**config.mk**
```make
export PLATFORM = sky130hd
export DESIGN_NAME = yonga_can_tx_scheduler
export DESIGN_NICKNAME = d
export VERILOG_FILES = /design/src/rtl/yonga_can_tx_scheduler.sv
export SDC_FILE = /design/constraint.sdc
export NUM_CORES = 1
export LEC_CHECK = 0
export BUFFER_PORTS_ARGS = -buffer_cell sky130_fd_sc_hd__buf_2
export CORE_MARGIN = 10
export CORE_UTILIZATION = 45
export CTS_CLUSTER_DIAMETER = 120
export DETAILED_ROUTE_END_ITERATION = 16
export PLACE_DENSITY = 0.75
export SYNTH_ARGS = -nofsm -noshare
export SYNTH_HDL_FRONTEND = slang
export SYNTH_SLANG_ARGS = --single-unit
export TNS_END_PERCENT = 5
```
**constraint.sdc**
```tcl
create_clock -name i_sched_clk -period 12 [get_ports i_sched_clk]
set_input_delay 0.6 -clock i_sched_clk [delete_from_list [all_inputs] [get_ports i_sched_clk]]
set_output_delay 0.6 -clock i_sched_clk [all_outputs]
set_load 0.005 [all_outputs]
```
**src/rtl/yonga_can_tx_scheduler.sv**
```systemverilog
// yonga_can_tx_scheduler
// Four-mailbox CAN transmit scheduler. Picks the pending mailbox with the
// lowest {id,~ide} arbitration key, asks the controller to send it, and
// resolves the controller's outcome into done/retry (and optionally fail).
// Optional feature macro: YONGA_CAN_SCHED_RETRY_LIMIT_EN. When it is defined,
// a mailbox is aborted after MAX_RETRY failed attempts.
module yonga_can_tx_scheduler #(
    parameter int NUM_MB    = 4,
    parameter int MAX_RETRY = 8
) (
    input  logic              i_sched_clk,
    input  logic              i_sched_rst_n,
    input  logic [NUM_MB-1:0] i_mb_set,
    input  logic [28:0]       i_mb_id,
    input  logic              i_mb_ide,
    input  logic [NUM_MB-1:0] i_mb_cancel,
    input  logic [2:0]        i_ctrl_sts_code,
    input  logic              i_ctrl_done,
    output logic              o_ctrl_send,
    output logic [1:0]        o_sel_idx,
    output logic [28:0]       o_sel_id,
    output logic              o_sel_ide,
    output logic [NUM_MB-1:0] o_mb_pending,
    output logic [NUM_MB-1:0] o_mb_done,
    output logic [NUM_MB-1:0] o_mb_fail,
    output logic              o_busy
);

    if (MAX_RETRY < 1 || MAX_RETRY > 15) begin : g_bad_max_retry
        $error("MAX_RETRY must fit the 4-bit retry counter");
    end

    typedef enum logic [1:0] {
        ST_IDLE,
        ST_SELECT,
        ST_SEND,
        ST_RESOLVE
    } state_t;

    state_t            state_q, state_d;
    logic [NUM_MB-1:0] pending_q;
    logic [28:0]       id_q      [NUM_MB];
    logic              ide_q     [NUM_MB];
    logic [3:0]        retry_cnt [NUM_MB];
    logic [2:0]        sts_q;
    logic              cancel_def_q;
    logic [1:0]        sel_idx_q;
    logic [28:0]       sel_id_q;
    logic              sel_ide_q;

    logic              win_found;
    logic [1:0]        win_idx;
    logic [29:0]       win_key;
    logic [NUM_MB-1:0] lock_oh;
    logic [NUM_MB-1:0] sel_oh;
    logic [3:0]        retry_sel;
    logic [3:0]        retry_inc;
    logic              resolving;
    logic              success;
    logic              cancel_now;
    logic              abort;

    // Arbitration: lowest {id,~ide} wins; strict compare keeps the lowest index on ties
    always_comb begin
        win_found = 1'b0;
        win_idx   = '0;
        win_key   = '1;
        for (int unsigned i = 0; i < NUM_MB; i++) begin
            if (pending_q[i] && (!win_found || {id_q[i], ~ide_q[i]} < win_key)) begin
                win_found = 1'b1;
                win_idx   = 2'(i);
                win_key   = {id_q[i], ~ide_q[i]};
            end
        end
    end

    // Locked mailbox (being selected or in flight) ignores set and defers cancel
    always_comb begin
        sel_oh            = '0;
        sel_oh[sel_idx_q] = 1'b1;
        lock_oh           = '0;
        case (state_q)
            ST_SELECT:           if (win_found) lock_oh[win_idx] = 1'b1;
            ST_SEND, ST_RESOLVE: lock_oh = sel_oh;
            default:             lock_oh = '0;
        endcase
    end

    // Outcome of the RESOLVE cycle for the selected mailbox
    always_comb begin
        retry_sel  = retry_cnt[sel_idx_q];
        retry_inc  = (retry_sel == 4'hF) ? 4'hF : retry_sel + 4'd1;
        resolving  = (state_q == ST_RESOLVE);
        success    = resolving && (sts_q == 3'd3);
        cancel_now = cancel_def_q || i_mb_cancel[sel_idx_q];
`ifdef YONGA_CAN_SCHED_RETRY_LIMIT_EN
        abort      = resolving && !success && !cancel_now &&
                     (({1'b0, retry_sel} + 5'd1) == 5'(MAX_RETRY));
`else
        abort      = 1'b0;
`endif
    end

    // Next-state logic
    always_comb begin
        state_d = state_q;
        case (state_q)
            ST_IDLE:    if (pending_q != '0) state_d = ST_SELECT;
            ST_SELECT:  state_d = win_found ? ST_SEND : ST_IDLE;
            ST_SEND:    if (i_ctrl_sts_code == 3'd2 || i_ctrl_done) state_d = ST_RESOLVE;
            ST_RESOLVE: state_d = ST_IDLE;
            default:    state_d = ST_IDLE;
        endcase
    end

    // State, mailbox storage, status latch and selection registers
    always_ff @(posedge i_sched_clk) begin
        if (!i_sched_rst_n) begin
            state_q      <= ST_IDLE;
            pending_q    <= '0;
            sts_q        <= '0;
            cancel_def_q <= 1'b0;
            sel_idx_q    <= '0;
            sel_id_q     <= '0;
            sel_ide_q    <= 1'b0;
            for (int unsigned i = 0; i < NUM_MB; i++) begin
                id_q[i]      <= '0;
                ide_q[i]     <= 1'b0;
                retry_cnt[i] <= '0;
            end
        end else begin
            state_q <= state_d;
            for (int unsigned i = 0; i < NUM_MB; i++) begin
                if (i_mb_cancel[i] && !lock_oh[i]) begin
                    pending_q[i] <= 1'b0;
                end else if (i_mb_set[i] && !lock_oh[i]) begin
                    pending_q[i] <= 1'b1;
                    id_q[i]      <= i_mb_id;
                    ide_q[i]     <= i_mb_ide;
                    retry_cnt[i] <= '0;
                end
            end
            case (state_q)
                ST_SELECT: begin
                    sel_idx_q    <= win_idx;
                    sel_id_q     <= id_q[win_idx];
                    sel_ide_q    <= ide_q[win_idx];
                    sts_q        <= '0;
                    cancel_def_q <= win_found && i_mb_cancel[win_idx];
                end
                ST_SEND: begin
                    if (i_mb_cancel[sel_idx_q]) cancel_def_q <= 1'b1;
                    // No-ack is sticky; ack or arbitration loss overrides it
                    if (i_ctrl_sts_code == 3'd2 || i_ctrl_sts_code == 3'd3)
                        sts_q <= i_ctrl_sts_code;
                    else if (i_ctrl_sts_code == 3'd1 && sts_q == 3'd0)
                        sts_q <= 3'd1;
                end
                ST_RESOLVE: begin
                    if (success) begin
                        pending_q[sel_idx_q] <= 1'b0;
                        retry_cnt[sel_idx_q] <= '0;
                    end else if (cancel_now) begin
                        pending_q[sel_idx_q] <= 1'b0;
                    end else begin
                        retry_cnt[sel_idx_q] <= retry_inc;
                        if (abort) pending_q[sel_idx_q] <= 1'b0;
                    end
                    sts_q        <= '0;
                    cancel_def_q <= 1'b0;
                end
                default: ;
            endcase
        end
    end

    assign o_ctrl_send  = (state_q == ST_SEND);
    assign o_busy       = (state_q != ST_IDLE);
    assign o_sel_idx    = sel_idx_q;
    assign o_sel_id     = sel_id_q;
    assign o_sel_ide    = sel_ide_q;
    assign o_mb_pending = pending_q;
    assign o_mb_done    = success ? sel_oh : '0;
`ifdef YONGA_CAN_SCHED_RETRY_LIMIT_EN
    assign o_mb_fail    = abort ? sel_oh : '0;
`else
    assign o_mb_fail    = '0;
`endif

endmodule

```
==> qor.csv <==
metric;value;unit
status;complete, no violations;
peakVddDrop;86.2;uV
drt_iter0_drc;805;
tns;0;ns
num_rows;54;
worst-setup-path-type;register to register;
die_area;28900;sq um
synth-edff-count;117;
rsz0062_at_grt;false;
finalHoldViolCount;0;
fillCellCount;1935;
drt-pass1-iter-count;6;
leakage;4.74;nW
utilization;52.3;%
end_kind;register;
crit_path_start_kind;register;
startpoint;o_mb_pending[0];
diodes;0;
cts.sinks;162;
seq_area_frac_synth;43.6;%
coreArea;22000;sq um
cts_tree;built;
max_freq;90.1;MHz
slew_headroom;29.1;%
synth-async-reset-ratio;0;%
gp_congestion;0.950;
die_x;170;um
grt_pass1_wl;49100;um
fin_cells;1374;
reg2reg_slack;0.90;ns
dp.cells;1342;
min_period;11.10;ns
htreeDepth;4;
wl;31300;um
grt_max_degree;49;
drv_slew;0;
track_usage;21.8;%
io_buffers;85;
syn_area;10100;sq um
ys_ff_latch;162;
synth_top_area_share;34.7;%
clock_latency;0.44;ns
overflow;0;
syn_inst;1017;
wl_per_cell;22.8;um
root_buffer;clkbuf_16;
num-nets-final;1208;
cp_max_fo;32;
io_pins;90;
grt_pass1_vias;8541;
synth_area_leaders;edfxtp_1 35%, ha_1 10%, dfxtp_1 8.9%;
postRouteAntennaNets;0;
via_per_inst;6.24;
post-route-period-util;92.5;%
setup_viol;0;
chipHeight;170;um
power_density;141;nW/um^2
antenna_found_initial;0;
clkSlewWorstSetupHoldPaths;0.07;ns
reg2reg_from;o_mb_pending[0];
tightest_slew;1.06;ns
critical_path_arrival;11.29;ns
slowest_delay;0.78;ns
cts_buffers;17;
finalPower;1.62;mW
maxCapViolations;0;
cp_data_required_time;12.19;ns
reg2reg_depth;31;
fin_skew;0.00878;ns
syn_to_final_growth;13.5;%
clockBufferDepth;2;
synth.distinct_cells;74;
synthTopCellsByCount;120 x and2_1, 117 x edfxtp_1, 83 x ha_1, 72 x nand2_1, 68 x a21oi_1;
syn_area_per_cell;9.95;sq um
synth.most_common_cell;and2_1;
start_util;46.1;%
rr_endpoint;id_q[3][21];
crit_end;id_q[3][21];
post_cts_buffers;0;
yosys_warnings;0;
slowest_stage;o32a_1;
layout-drive-gt1-share;15.9;%
drc;0;
ys.flop_type;edfxtp_1;
vias;8568;
holdCritPathClass;input port to register;
synth_top_area_cell;edfxtp_1;
dp_hpwl;22000;um
routing by layer:
metal  routed length, um  vias up  GRT usage (%)
met4                 983        0           8.12
met5                   0        -              0
li1                    -     3968              -
met3                2690       67           4.95
met2               14200      430           34.8
met1               13400     4103           28.4
per-stage QoR:
stage / instance area, sq um / hold WS, ns / worst slack, ns
finish: 11500 / 0.416 / 0.901
global route: 11500 / 0.410 / 0.129
global placement: 10900 / 0.472 / 1.11
detailed placement: 10900 / 0.475 / 0.720
floorplan: 10100 / 0.454 / 1.41
CTS: 11500 / 0.408 / 0.735
cell usage in the layout (no fill, tap or decap), types with 14 or more instances in the layout:
| master | instances |
|---|---|
| a21oi_1 | 67 |
| inv_1 | 14 |
| nand3_1 | 21 |
| buf_4 | 22 |
| buf_2 | 85 |
| a2bb2oi_1 | 14 |
| o21ai_0 | 62 |
| nor3_1 | 15 |
| nor2_1 | 49 |
| a21o_1 | 15 |
| edfxtp_1 | 117 |
| a211oi_1 | 24 |
| and2_1 | 120 |
| ha_1 | 83 |
| nand2_1 | 71 |
| nor2b_1 | 30 |
| dfxtp_1 | 44 |
| o21a_1 | 32 |
| clkbuf_16 | 17 |
| a31oi_1 | 17 |
repair_timing:
action | in CTS | in global routing
gates resized for setup | 0 | 1
hold buffers | 0 | 0
setup endpoints to repair | 0 | 155
endpoints found under the hold margin | 0 | 0
registers in the layout, indices dropped and copies added (netlist names), named ones only:
signal and cells:
cancel_def_q 1, id_q 116, ide_q 4, o_mb_pending 4, o_sel_id 29, o_sel_ide 1
o_sel_idx 2, state_q 1, sts_q 3
area by class of cell:
| cell class | instances | area [sq um] | share of cell area [%] |
|---|---|---|---|
| inverter | 14 | 52.6 | 0.457 |
| timing repair buffer | 107 | 591 | 5.14 |
| tap | 280 | 350 | 3.05 |
| clock inverter | 13 | 171 | 1.49 |
| sequential | 162 | 4420 | 38.4 |
| clock buffer | 19 | 453 | 3.94 |
| multi-input combinational | 779 | 5460 | 47.5 |
worst min-delay path by stage:
stage | from | end | cells past startpoint
after floorplan | sts_q[0] | sts_q[0] | 2
after global placement | sts_q[0] | sts_q[0] | 2
after detailed placement | sts_q[0] | sts_q[0] | 2
after CTS | i_mb_cancel[2] | o_mb_pending[2] | 2
after global routing | i_mb_cancel[2] | o_mb_pending[2] | 2
final | i_mb_cancel[2] | o_mb_pending[2] | 2
report_power, final:
group / leakage, nW / switching (mW) / internal, mW / total, mW
clock network: 0.307 / 0.244 / 0.343 / 0.586
logic: 2.81 / 0.202 / 0.138 / 0.340
registers: 1.62 / 0.0450 / 0.650 / 0.695
total: 4.74 / 0.491 / 1.13 / 1.62
cell families (layout without fill, tap and decap cells):
family / Yosys count / after routing / synth area share (%)
flops: 162 / 162 / 43.6
other cells: 1 / 4 / 0.0371
compound gates: 317 / 317 / 21.9
xor+xnor: 2 / 2 / 0.173
buf+inv: 79 / 153 / 3.23
mux: 13 / 13 / 1.41
simple gates: 360 / 360 / 19.4
fa+ha+maj: 83 / 83 / 10.3
worst max-delay path: cells and delay by family (launching register included):
kind	cells	cell delay (ns)
buffers and inverters	3	1.04
DFF	1	0.74
and+or+nand+nor	13	4.53
adders and majority gates	3	0.82
AOI/OAI and AO/OA	12	3.64
Power figures use the tool's default switching activity.
